File: src/rtl/nbit_and_pkg.sv
// Shared ALU definitions: flag-vector layout and default operand width.
package nbit_and_pkg;

  // Default operand/result width used by every ALU function unit.
  localparam int unsigned alu_default_len = 4;

  // Condition flags, ordered n, z, c, v from MSB to LSB.
  typedef struct packed {
    logic n;
    logic z;
    logic c;
    logic v;
  } alu_flags_t;

  // Flag state matching a zero result: only z is set.
  localparam alu_flags_t alu_flags_reset = '{n: 1'b0, z: 1'b1, c: 1'b0, v: 1'b0};

endpackage

File: src/rtl/nbit_and_if.sv
// Operand/result bundle between an ALU function unit and its issuer.
interface nbit_and_if #(
  parameter int unsigned len = nbit_and_pkg::alu_default_len
) ();

  logic [len-1:0] a;
  logic [len-1:0] b;
  logic           in_valid;
  logic [len-1:0] response;
  logic           n;
  logic           c;
  logic           z;
  logic           v;
  logic           out_valid;

  // Issuer side: drives operands, observes result and flags.
  modport master (
    output a, b, in_valid,
    input  response, n, c, z, v, out_valid
  );

  // Function-unit side.
  modport slave (
    input  a, b, in_valid,
    output response, n, c, z, v, out_valid
  );

endinterface

File: src/rtl/alu_flag_gen.sv
// Combinational NZCV generation for any len-bit ALU result.
// n and z are derived from the result; c and v come from the calling unit.
module alu_flag_gen
  import nbit_and_pkg::*;
#(
  parameter int unsigned len = alu_default_len
) (
  input  logic [len-1:0] result,
  input  logic           c,
  input  logic           v,
  output alu_flags_t     flags
);

  // Derive sign and zero from the result; forward carry/overflow unchanged.
  always_comb begin
    flags   = alu_flags_reset;
    flags.n = result[len-1];
    flags.z = ~|result;
    flags.c = c;
    flags.v = v;
  end

endmodule

File: src/rtl/nbit_and.sv
// N-bit bitwise-AND ALU unit with NZCV flags and a single output register stage.
module nbit_and
  import nbit_and_pkg::*;
#(
  parameter int unsigned len = alu_default_len
) (
  input logic    clk,
  input logic    rst,
  nbit_and_if.slave bus
);

  logic [len-1:0] result_d;
  logic [len-1:0] response_q;
  alu_flags_t     flags_d;
  alu_flags_t     flags_q;
  logic           out_valid_q;

  // AND array: pure bitwise, no carries between bit positions.
  always_comb begin
    result_d = bus.a & bus.b;
  end

  // Logical op: carry and overflow are defined as zero.
  alu_flag_gen #(
    .len (len)
  ) u_flag_gen (
    .result (result_d),
    .c      (1'b0),
    .v      (1'b0),
    .flags  (flags_d)
  );

  // Output stage: capture on in_valid, otherwise hold data and drop out_valid.
  always_ff @(posedge clk or posedge rst) begin
    if (rst) begin
      response_q  <= '0;
      flags_q     <= alu_flags_reset;
      out_valid_q <= 1'b0;
    end else begin
      out_valid_q <= bus.in_valid;
      if (bus.in_valid) begin
        response_q <= result_d;
        flags_q    <= flags_d;
      end
    end
  end

  assign bus.response  = response_q;
  assign bus.n         = flags_q.n;
  assign bus.z         = flags_q.z;
  assign bus.c         = flags_q.c;
  assign bus.v         = flags_q.v;
  assign bus.out_valid = out_valid_q;

endmodule

File: src/flat_wrapper.sv
// flat-port wrapper written by rule: the top's interface ports become plain ports
module nbit_and_flat import nbit_and_pkg::*;
#(
  parameter int unsigned len = alu_default_len
)
  (clk, rst, bus_a, bus_b, bus_in_valid, bus_response, bus_n, bus_c, bus_z, bus_v, bus_out_valid);
  nbit_and_if #(.len(len)) bus_i ();
  input logic clk;
  input logic rst;
  input wire logic [$bits(bus_i.a)-1:0] bus_a;
  input wire logic [$bits(bus_i.b)-1:0] bus_b;
  input wire logic [$bits(bus_i.in_valid)-1:0] bus_in_valid;
  output wire logic [$bits(bus_i.response)-1:0] bus_response;
  output wire logic [$bits(bus_i.n)-1:0] bus_n;
  output wire logic [$bits(bus_i.c)-1:0] bus_c;
  output wire logic [$bits(bus_i.z)-1:0] bus_z;
  output wire logic [$bits(bus_i.v)-1:0] bus_v;
  output wire logic [$bits(bus_i.out_valid)-1:0] bus_out_valid;
  assign bus_i.a = bus_a;
  assign bus_i.b = bus_b;
  assign bus_i.in_valid = bus_in_valid;
  assign bus_response = bus_i.response;
  assign bus_n = bus_i.n;
  assign bus_c = bus_i.c;
  assign bus_z = bus_i.z;
  assign bus_v = bus_i.v;
  assign bus_out_valid = bus_i.out_valid;
  nbit_and #(.len(len)) u_core (.clk(clk), .rst(rst), .bus(bus_i));
endmodule
File: config.mk
export PLATFORM = sky130hd
export DESIGN_NAME = nbit_and_flat
export DESIGN_NICKNAME = d
export VERILOG_FILES = /design/src/rtl/nbit_and_pkg.sv /design/src/rtl/nbit_and_if.sv /design/src/rtl/alu_flag_gen.sv /design/src/rtl/nbit_and.sv /design/src/flat_wrapper.sv
export SDC_FILE = /design/constraint.sdc
export NUM_CORES = 1
export LEC_CHECK = 0
export CELL_PAD_IN_SITES_DETAIL_PLACEMENT = 1
export CELL_PAD_IN_SITES_GLOBAL_PLACEMENT = 1
export CORE_AREA = 4 4 44 46
export DETAILED_ROUTE_END_ITERATION = 16
export DIE_AREA = 0 0 48 50
export PLACE_DENSITY = 0.67
export RECOVER_POWER = 25
export SLEW_MARGIN = 40
export SYNTH_ARGS = -nofsm -noshare
export SYNTH_HDL_FRONTEND = slang
export SYNTH_SLANG_ARGS = --single-unit
File: constraint.sdc
create_clock -name clk -period 0.8 [get_ports clk]
set_input_delay 0.16 -clock clk [delete_from_list [all_inputs] [get_ports clk]]
set_output_delay 0.16 -clock clk [all_outputs]
set_load 0.1 [all_outputs]
# == Yosys cells after proc, flatten, opt, wreduce, memory -nomap -nowiden ==
# Index checks and enable logic that the tools add are counted.
# W data, S select, Z words.
# word_totals
output_inout_bits,9
ff_bits,7
elab_cells,7
in_bits,11
# op_classes
n_reduce_logical,2
bitwise_logic,1
# op_table
op,n
$and A4 B4 Y4,1
$reduce_or A4 Y1,1
$logic_not A1 Y1,1

# == Logic depth before layout (Yosys ltp) ==
# Gate-level depths: netlist of the first run.
# logic_depth
word_depth,3
ltp_mapped,3
depth_no_buf,2

# == Modules after synthesis ==
# Synthesis of the first run repeated with hierarchy kept, for this count alone.
# unflattened
hier_cells,28
area_unflattened_um2,425.4
# by_module_without_submodules
mod,n_inst,cells_each,area_per_inst_um2,seq_area_each_um2
nbit_and,1,24,390.4,226.5
alu_flag_gen,1,4,35.0,0.0

# == Least setup slack after synthesis of the first run ==
# No wires, ideal clock.
# synth_timing
path_type,register to output
start,"reg, netlist name u_core.bus.n"
end,out bus_response[3]
setup_slack_ps,-700
n_path_buf,1
path_stages_with_launch,2
arrival_time_ps,1340
t_required_ps,640
path_cell_list,dfrtp_1 buf_4
# synth_rtl
item,line_no,text
to (decl),flat_wrapper.sv:13,output wire logic [$bits(bus_i.response)-1:0] bus_response;

# == Worst setup path in the final report of the first run ==
# layout_timing
start,"reg u_core.flags_q, in the netlist u_core.bus.z"
end,out bus_z
# layout_rtl
item,line_no,text
from (decl),nbit_and.sv:15,alu_flags_t flags_q;
from (signal assigned),nbit_and.sv:37,flags_q <= alu_flags_reset;
from (signal assigned),nbit_and.sv:43,flags_q <= flags_d;
to (decl),flat_wrapper.sv:16,output wire logic [$bits(bus_i.z)-1:0] bus_z;
# No word-level cell between the ends.

==> flow_summary.ini, run 1 <==
[global_routing]
grt_overflow = 0
grt_max_degree = 7
antenna_found_initial = 0
grt_pass1_vias = 295
grt_pass1_wl_mm = 1.297
groute.usage.overall_pct = 8.771

[worst_setup_path]
reg2reg_to = u_core.bus.z$_DFFE_PP1P_
cp_slowest_cell = dfstp_4
path_cells = buf_12
cp.arrival_ps = 1060
required_ps = 640
endpoint_kind = output pin
critical_path.max_stage_delay_ps = 630
critical_path_class = register to output pin
cp_top_family = flip-flops
cp_max_fo = 2
r2r-start = u_core.bus.z$_DFFE_PP1P_
r2r_slack_ps = -120
crit_cells = 1
ff2ff_path_depth = 2
crit_buf_inv = 1
cp-start-kind = register

[cells_and_area]
layout-drive-gt1-share_pct = 54.72
fill_cells = 162
final_cell_area_sq_um = 629.4
diodes = 0
fin_nets = 65
syn2layout_area_growth_pct = 124.6

[die]
die_area_sq_um = 2400
start_util_pct = 18.60
core_area_sq_um = 1506
dieHeight_um = 50
die_width_um = 48
rows = 14
num_io_pins = 20

[detailed_routing]
wl_per_cell_um = 12.55
vias = 287
antenna_left = 0
drt_iter0_markers = 1
drt_first_pass_iters = 2
viasPerCell = 4.159
drcViolationCount = 0
totalWireLength_um = 866

[clock_network]
clkSinkCount = 6
clkTransAtPathRegs_ps = 60
root_buffer = clkbuf_4
htree_levels = 1
hold_buffers = 0
tritoncts = built
insertion_delay_ps = 250
clock_path_buffers = 2
cts_buffers = 3

[synth]
yosys_warnings = 0
synth_seq_area_share_pct = 54.02
synth_area_per_cell_sq_um = 10.01
ys_ff_latch = 6
yosysUniqueCellTypes = 11
synth_cells = 28
synth_area_sq_um = 280.3

[pwr]
total_leakage_power_nw = 0.2679
ir_drop_uv = 766.6
power.density_nw_per_um2 = 1963
p_total_mw = 1.235

[placed_design]
post_dp_cell_area_sq_um = 555.5
portBuffers = 17
gp_congestion = 0.6128
hpwl_um = 636.9

[timing]
layout_setup_ws_ps = -424.1
tns_ps = -2434
finalSetupViolations = 11
final.setup_skew_ps = 0
period_minus_slack_ps = 1224
finalHoldViolCount = 0
rsz0062_at_grt = yes
final.period_utilization_pct = 153.0
drv_slew = 0
fmax_mhz = 817.0

[outcome]
violations = setup timing
status = complete, but fails checks

[min_path]
min_path_type = primary input to asynchronous set/reset pin

[run]
drv_cap = 0
==> per-layer routing <==
layer  track usage (%)  wire [um]
met1             8.243        283
met2             12.11        481
met3             4.727         81
met4             9.417         19
met5                 0          0
==> Yosys cell counts (all sizes together) <==
master,number,area [sq um]
dfrtp,5,125.1
dfstp,1,26.28
o21ai,4,20.02
conb,1,3.750
a22oi,2,15.01
a31o,1,8.760
buf,4,33.78
nand3,4,20.02
nor2b,1,8.760
inv,5,18.77
==> state kept, by name, summed over array words and instances (netlist names) <==
register              count
u_core.bus.response       3
u_core.bus.z              1
u_core.bus.out_valid      1
u_core.bus.n              1
==> placed cells by master (no fill, tap or decap) <==
cell type        count
clkdlybuf4s50_1      8
buf_6                4
buf_4                3
inv_1                1
clkbuf_1             1
conb_1               2
buf_12               7
dfrtp_4              5
dfstp_4              1
o21ai_2              1
dlygate4sd2_1        1
inv_2                4
a31o_1               1
o21ai_1              3
nor2b_2              1
a22oi_1              2
clkbuf_4             3
nand3_1              4
dlygate4sd3_1        1
==> worst max path at each step <==
| stage | to | slack, ps | start |
|---|---|---|---|
| 6_report | bus_z | -420 | u_core.bus.z$_DFFE_PP1P_ |
| 5_1_grt | bus_z | -460 | u_core.bus.z$_DFFE_PP1P_ |
| 2_1_floorplan | u_core.bus.z$_DFFE_PP1P_ | -300 | u_core.bus.z$_DFFE_PP1P_ |
| 4_1_cts | bus_z | -440 | u_core.bus.z$_DFFE_PP1P_ |
| 3_5_place_dp | u_core.bus.response[2]$_DFFE_PP0P_ | -320 | bus_in_valid |
| 3_3_place_gp | u_core.bus.response[0]$_DFFE_PP0P_ | -280 | bus_in_valid |
==> metrics by stage <==
| stage | hold WS, ps | instances | util, % | worst slack, ps |
|---|---|---|---|---|
| 2_1_floorplan | -49.65 | 29 | - | -295.1 |
| 3_3_place_gp | 392.9 | 61 | 36.88 | -280.5 |
| 3_5_place_dp | 395.5 | 61 | 36.88 | -317.5 |
| 4_1_cts | 115.2 | 67 | 40.03 | -439.6 |
| 5_1_grt | 254.4 | 69 | 41.78 | -458.7 |
| 6_report | 249.7 | 69 | 41.78 | -424.1 |
==> cell type report <==
cell class / instances / area (sq um) / area share (%)
flip-flops and latches: 6 / 173.9 / 27.63
inverters: 5 / 18.77 / 2.982
repair buffers: 24 / 306.5 / 48.71
clock buffers: 4 / 26.28 / 4.175
well taps: 16 / 20.02 / 3.181
multi-input cells: 14 / 83.83 / 13.32
==> logic make-up (layout without fill, tap and decap cells) <==
group	after synthesis	count (layout)	synth area share (%)
compound gates	7	7	15.62
flops	6	6	54.02
simple gates	5	5	10.27
buf+inv	9	33	18.75
other cells	1	2	1.338
==> what timing repair did <==
action / in CTS / in global routing
buffers inserted: 2 / 3
pin swaps: 0 / 1
resized for setup: 3 / 4
endpoints found under the setup margin: 12 / 10
==> report_power, final <==
part	switching, mW	internal [mW]	total (mW)
logic	0.314	0.207	0.521
clock network	0.142	0.191	0.333
registers	0.0335	0.348	0.381
Power figures use the tool's default switching activity.
==> run 2, diff against run 1 <==
HOLD_SLACK_MARGIN = 0.15   (was unset)
==> results of run 2 <==
Same layout as run 1: the final DEF is identical, and so are final timing and power.
